**src/rtl/regfile_write_arbiter.sv**
```systemverilog
// regfile_write_arbiter: shares one register-file write port between R
// requesters with a valid/ready handshake and a registered output stage.
// A clear sequencer zero-fills all 2^M registers on a clr pulse.
// Optional macro REGARB_FIXED_PRIO_EN: fixed priority (lowest index wins)
// instead of round-robin; the round-robin pointer is removed.
module regfile_write_arbiter #(
    parameter int N = 32,
    parameter int M = 2,
    parameter int R = 2
) (
    input  logic                 clk,
    input  logic                 rst,
    input  logic [R-1:0]         req_valid,
    input  logic [R*M-1:0]       req_id,
    input  logic [R*N-1:0]       req_data,
    output logic [R-1:0]         req_ready,
    input  logic                 hold,
    input  logic                 clr,
    output logic                 clr_busy,
    output logic [M:0]           w1,
    output logic [N-1:0]         w,
    output logic [(1<<M)-1:0]    pending
);

    localparam int PW = (R > 1) ? $clog2(R) : 1;

    typedef enum logic {S_IDLE, S_CLEAR} state_t;

    state_t          state;
    state_t          state_nxt;
    logic [M-1:0]    cnt;
    logic [M-1:0]    cnt_nxt;
    logic [M:0]      w1_q;
    logic [M:0]      w1_nxt;
    logic [N-1:0]    w_q;
    logic [N-1:0]    w_nxt;

    logic [M-1:0]    ids   [R];
    logic [N-1:0]    datas [R];

    logic [R-1:0]    gnt;
    logic            found;
    logic [PW-1:0]   idx;
    logic [M-1:0]    sel_id;
    logic [N-1:0]    sel_data;

`ifndef REGARB_FIXED_PRIO_EN
    logic [PW-1:0]   ptr;
    logic [PW-1:0]   win;
`endif

    // Unpack the flattened per-requester id/data buses.
    always_comb begin
        for (int unsigned k = 0; k < R; k++) begin
            ids[k]   = req_id[k*M +: M];
            datas[k] = req_data[k*N +: N];
        end
    end

    // Grant search: first valid requester from the pointer (or from 0 in
    // fixed-priority builds); no grants in reset, CLEAR, hold or a clr cycle.
    always_comb begin
        gnt      = '0;
        found    = 1'b0;
        idx      = '0;
        sel_id   = '0;
        sel_data = '0;
`ifndef REGARB_FIXED_PRIO_EN
        win      = '0;
`endif
        if (rst && state == S_IDLE && !hold && !clr) begin
            for (int unsigned i = 0; i < R; i++) begin
`ifdef REGARB_FIXED_PRIO_EN
                idx = PW'(i);
`else
                idx = PW'((32'(ptr) + i) % 32'(R));
`endif
                if (!found && req_valid[idx]) begin
                    found    = 1'b1;
                    gnt[idx] = 1'b1;
                    sel_id   = ids[idx];
                    sel_data = datas[idx];
`ifndef REGARB_FIXED_PRIO_EN
                    win      = idx;
`endif
                end
            end
        end
    end

    // Next-state and output-stage load values.
    always_comb begin
        state_nxt = state;
        cnt_nxt   = cnt;
        w1_nxt    = {1'b1, {M{1'b0}}};
        w_nxt     = '0;
        case (state)
            S_IDLE: begin
                if (clr) begin
                    state_nxt = S_CLEAR;
                    cnt_nxt   = '0;
                end else if (found) begin
                    w1_nxt = {1'b0, sel_id};
                    w_nxt  = sel_data;
                end
            end
            S_CLEAR: begin
                w1_nxt  = {1'b0, cnt};
                cnt_nxt = cnt + 1'b1;
                if (cnt == '1) begin
                    state_nxt = S_IDLE;
                end
            end
            default: state_nxt = S_IDLE;
        endcase
    end

    // State, clear counter and output stage registers.
    always_ff @(posedge clk or negedge rst) begin
        if (!rst) begin
            state <= S_IDLE;
            cnt   <= '0;
            w1_q  <= {1'b1, {M{1'b0}}};
            w_q   <= '0;
        end else begin
            state <= state_nxt;
            cnt   <= cnt_nxt;
            w1_q  <= w1_nxt;
            w_q   <= w_nxt;
        end
    end

`ifndef REGARB_FIXED_PRIO_EN
    // Round-robin pointer: one past the last winner, wrapping at R.
    always_ff @(posedge clk or negedge rst) begin
        if (!rst) begin
            ptr <= '0;
        end else if (found) begin
            ptr <= (win == PW'(R - 1)) ? '0 : win + 1'b1;
        end
    end
`endif

    // One-hot decode of the register currently being written.
    always_comb begin
        pending = '0;
        if (!w1_q[M]) begin
            pending[w1_q[M-1:0]] = 1'b1;
        end
    end

    assign req_ready = gnt;
    assign clr_busy  = (state == S_CLEAR);
    assign w1        = w1_q;
    assign w         = w_q;

endmodule

```
**config.mk**
```make
export PLATFORM = sky130hd
export DESIGN_NAME = regfile_write_arbiter
export DESIGN_NICKNAME = d
export VERILOG_FILES = /design/src/rtl/regfile_write_arbiter.sv
export SDC_FILE = /design/constraint.sdc
export NUM_CORES = 1
export LEC_CHECK = 0
export BUFFER_PORTS_ARGS = -buffer_cell sky130_fd_sc_hd__buf_2
export CELL_PAD_IN_SITES_DETAIL_PLACEMENT = 1
export CELL_PAD_IN_SITES_GLOBAL_PLACEMENT = 2
export CORE_ASPECT_RATIO = 0.7
export CORE_MARGIN = 3
export CORE_UTILIZATION = 24
export DETAILED_ROUTE_END_ITERATION = 12
export GPL_ROUTABILITY_DRIVEN = 0
export PLACE_DENSITY_LB_ADDON = 0.1
export SYNTH_ARGS = -nofsm -noshare
export SYNTH_HDL_FRONTEND = slang
export SYNTH_SLANG_ARGS = --single-unit
```
**constraint.sdc**
```tcl
create_clock -name clk -period 4.5 [get_ports clk]
set_clock_uncertainty 0.15 [all_clocks]
set_input_delay 0 -clock clk [delete_from_list [all_inputs] [get_ports clk]]
set_output_delay 0 -clock clk [all_outputs]
set_load 0.02 [all_outputs]
```
==> results.tsv <==
stage	metric	value	unit
outcome	status	finished clean	
final_layout	fillers	749	
flow_run	maxCapViolCount	0	
synth	ys_ff_latch	39	
critical_path	path_class	flip-flop to flip-flop	
drt	viasPerCell	4.61	
grt	grt_usage	16.1	%
timing	tns	0	ns
placed_design	preCtsSetupSlack	2.49	ns
critical_path	arrival	3.08	ns
hold_path	hold_class	primary input to flip-flop	
timing	rsz0062_at_grt	false	
grt	grt_max_degree	41	
drt	wl_per_cell	15.3	um
drt	drt_pre_antenna_iters	4	
final_layout	num-nets-final	401	
grt	antenna_found_initial	0	
power_and_ir_drop	power.density	361	nW/um2
synth	postSynthCellCount	146	
floorplanning	fp.dieW	105	um
grt	first_global_vias	2012	
critical_path	rrSetupSlack	1.50	ns
clock_network	cts_made_buffers	5	
synth	synth_top_area_share	57.6	%
timing	fin_ws	1.50	ns
placed_design	portBuffers	115	
power_and_ir_drop	peakVddDrop	0.180	mV
critical_path	cp_cell_sequence	nand2b_1 -> buf_4 -> a32oi_1 -> dlygate4sd3_1 -> o21ai_1 -> dlygate4sd3_1	
synth	syn_area	1650	um2
critical_path	cp-start-kind	flip-flop	
synth	synthDistinctLibCells	25	
floorplanning	initial_core_util	25.6	%
power_and_ir_drop	leakagePower	0.00154	uW
synth	synthesis.nets	221	
grt	gr-total-overflow	0	
timing	min_period_over_period	66.7	%
synth	yosys.area.top_type	dfrtp_1	
critical_path	regToRegStartpoint	ptr	
clock_network	cts_setup_buffers	0	
final_layout	ff_latch_area	977	um2
critical_path	cp.required	4.58	ns
final_layout	diodes	0	
clock_network	clkTransAtPathRegs	0.08	ns
clock_network	cts_tree	done	
timing	period_needed	3.00	ns
critical_path	worst-path-max-fanout	19	
drt	drt-initial-drc-count	66	
final_layout	fin_area	3120	um2
synth	yosys_warnings	0	
final_layout	drive_above_1_share	40.1	%
floorplanning	pin_count	116	
timing	hold_viol_final	0	
clock_network	clockBufferDepth	2	
floorplanning	core_area	6460	um2
drt	drc	0	
critical_path	startpoint	ptr	
drt	vias	1925	
final_layout	areaGrowthSynthToFinish	88.9	%
clock_network	clkLatencyLatePin	0.29	ns
final_layout	multi_input_area	602	um2
hold_path	hp-start	hold	
clock_network	htreeDepth	2	
synth	syn_avg_cell_area	11.3	um2
drt	wl	6.41	mm
synth	seq_area_frac_synth	59.2	%
grt	grt_pass1_wl	10.0	mm
timing	tightest_slew	0.920	ns
clock_network	cts_root_buf	clkbuf_8	
timing	max_slew_margin	38.5	%
floorplanning	dieArea	7930	um2
drt	antenna_left	0	
synth	yosys-top-cells-area	dfrtp_1 58%, a32oi_1 18%, nor2_1 7.7%, clkbuf_1 2.3%, dfstp_2 1.6%	
timing	setup_viol	0	
critical_path	slowest_delay	0.61	ns
floorplanning	die_height	75.4	um
placed_design	place_hpwl	3.82	mm
critical_path	slowest_stage	dlygate4sd3_1	
critical_path	end_kind	flip-flop	
timing	slew_viol_final	0	
timing	fmax	333	MHz
floorplanning	row_count	24	
clock_network	cts.sinks	39	
placed_design	place_area	2290	um2
critical_path	cp_common_cell	dlygate4sd3_1	
-- power breakdown --
part / switching [uW] / internal, uW
clock: 132 / 165
combinational: 194 / 210
sequential: 36.4 / 388
total: 362 / 764
-- cell usage after synthesis, drive strengths merged --
master,number
nand2b,1
or4b,1
nand2,3
nor3,1
o21ai,3
o21bai,1
a21oi,2
nor3b,2
mux2,1
nand3,1
nor2b,2
a22o,1
dfrtp,38
dfstp,1
buf,6
inv,1
and3b,1
clkbuf,10
ha,1
nor2,34
a21boi,1
a22oi,1
a32oi,33
-- repair_timing --
action,4_1_cts,5_1_grt
hold endpoints to repair,76,0
resized for setup,0,0
hold buffers,72,0
endpoints found under the setup margin,0,0
-- layout make-up --
class / instances / share of cell area [%]
clock buffer: 5 / 2.21
clock inverter: 3 / 1.40
inverter: 1 / 0.120
multi-input combinational: 90 / 19.3
sequential: 39 / 31.3
tap: 91 / 3.65
timing repair buffer: 189 / 42.0
-- logic make-up (layout without fill, tap and decap cells) --
family | after synthesis | after routing | synth area share (%)
and+or+nand+nor | 46 | 46 | 12.4
AOI/OAI and AO/OA | 42 | 42 | 21.9
DFF | 39 | 39 | 59.2
buffers and inverters | 17 | 198 | 5.08
adders and majority gates | 1 | 1 | 0.757
muxes | 1 | 1 | 0.682
-- routing by layer --
| metal | share of wire [%] | wire [um] | track usage, % | up-vias |
|---|---|---|---|---|
| met4 | 1.3 | 84 | 5.68 | 0 |
| met3 | 6.8 | 436 | 4.57 | 7 |
| met5 | 0 | 0 | 0 | - |
| met1 | 41 | 2640 | 19.1 | 941 |
| met2 | 51 | 3250 | 28.9 | 77 |
| li1 | - | - | - | 900 |
-- cells in the final DEF (no fill, tap or decap), types with 2 or more instances in the layout --
| cell type | count |
|---|---|
| a21oi_1 | 2 |
| dlygate4sd3_1 | 72 |
| nor2_1 | 34 |
| buf_4 | 2 |
| a32oi_1 | 33 |
| nand2_1 | 3 |
| clkbuf_8 | 5 |
| nor2b_1 | 2 |
| o21ai_0 | 2 |
| buf_2 | 115 |
| nor3b_1 | 2 |
| dfrtp_1 | 38 |
-- critical path: cells and delay by family (launching register included) --
kind	cells	cell delay, ns
buffers and inverters	3	1.53
DFF	1	0.40
AOI/OAI and AO/OA	2	0.25
and+or+nand+nor	1	0.59
-- path summary, 6_finish.rpt --
| kind | endpoint | cells after the start |
|---|---|---|
| hold reg to reg | cnt[1] | 1 |
| setup / recovery | w1[1] | 6 |
| setup reg to reg | w1[1] | 6 |
| max in group asynchronous | w1[2] | 3 |
| hold / removal | w[16] | 3 |
| min in group asynchronous | w[22] | 3 |
-- sequential cells by signal, indices dropped and copies added, names as in the netlist --
| name | cells |
|---|---|
| w1 | 3 |
| cnt | 2 |
| w | 32 |
| ptr | 1 |
| clr_busy | 1 |
-- metrics by stage --
stage / total power (uW) / hold WS [ns] / utilization (%) / instances
3_5_place_dp: 727 / -0.0514 / 35.4 / 338
4_1_cts: 1130 / 0.129 / 48.3 / 418
6_report: 1130 / 0.132 / 48.3 / 418
5_1_grt: 1200 / 0.168 / 48.3 / 418
3_3_place_gp: 726 / -0.0536 / 35.4 / 338
2_1_floorplan: 617 / -0.446 / - / 146
Note: power is estimated with default switching activity, not from simulation.
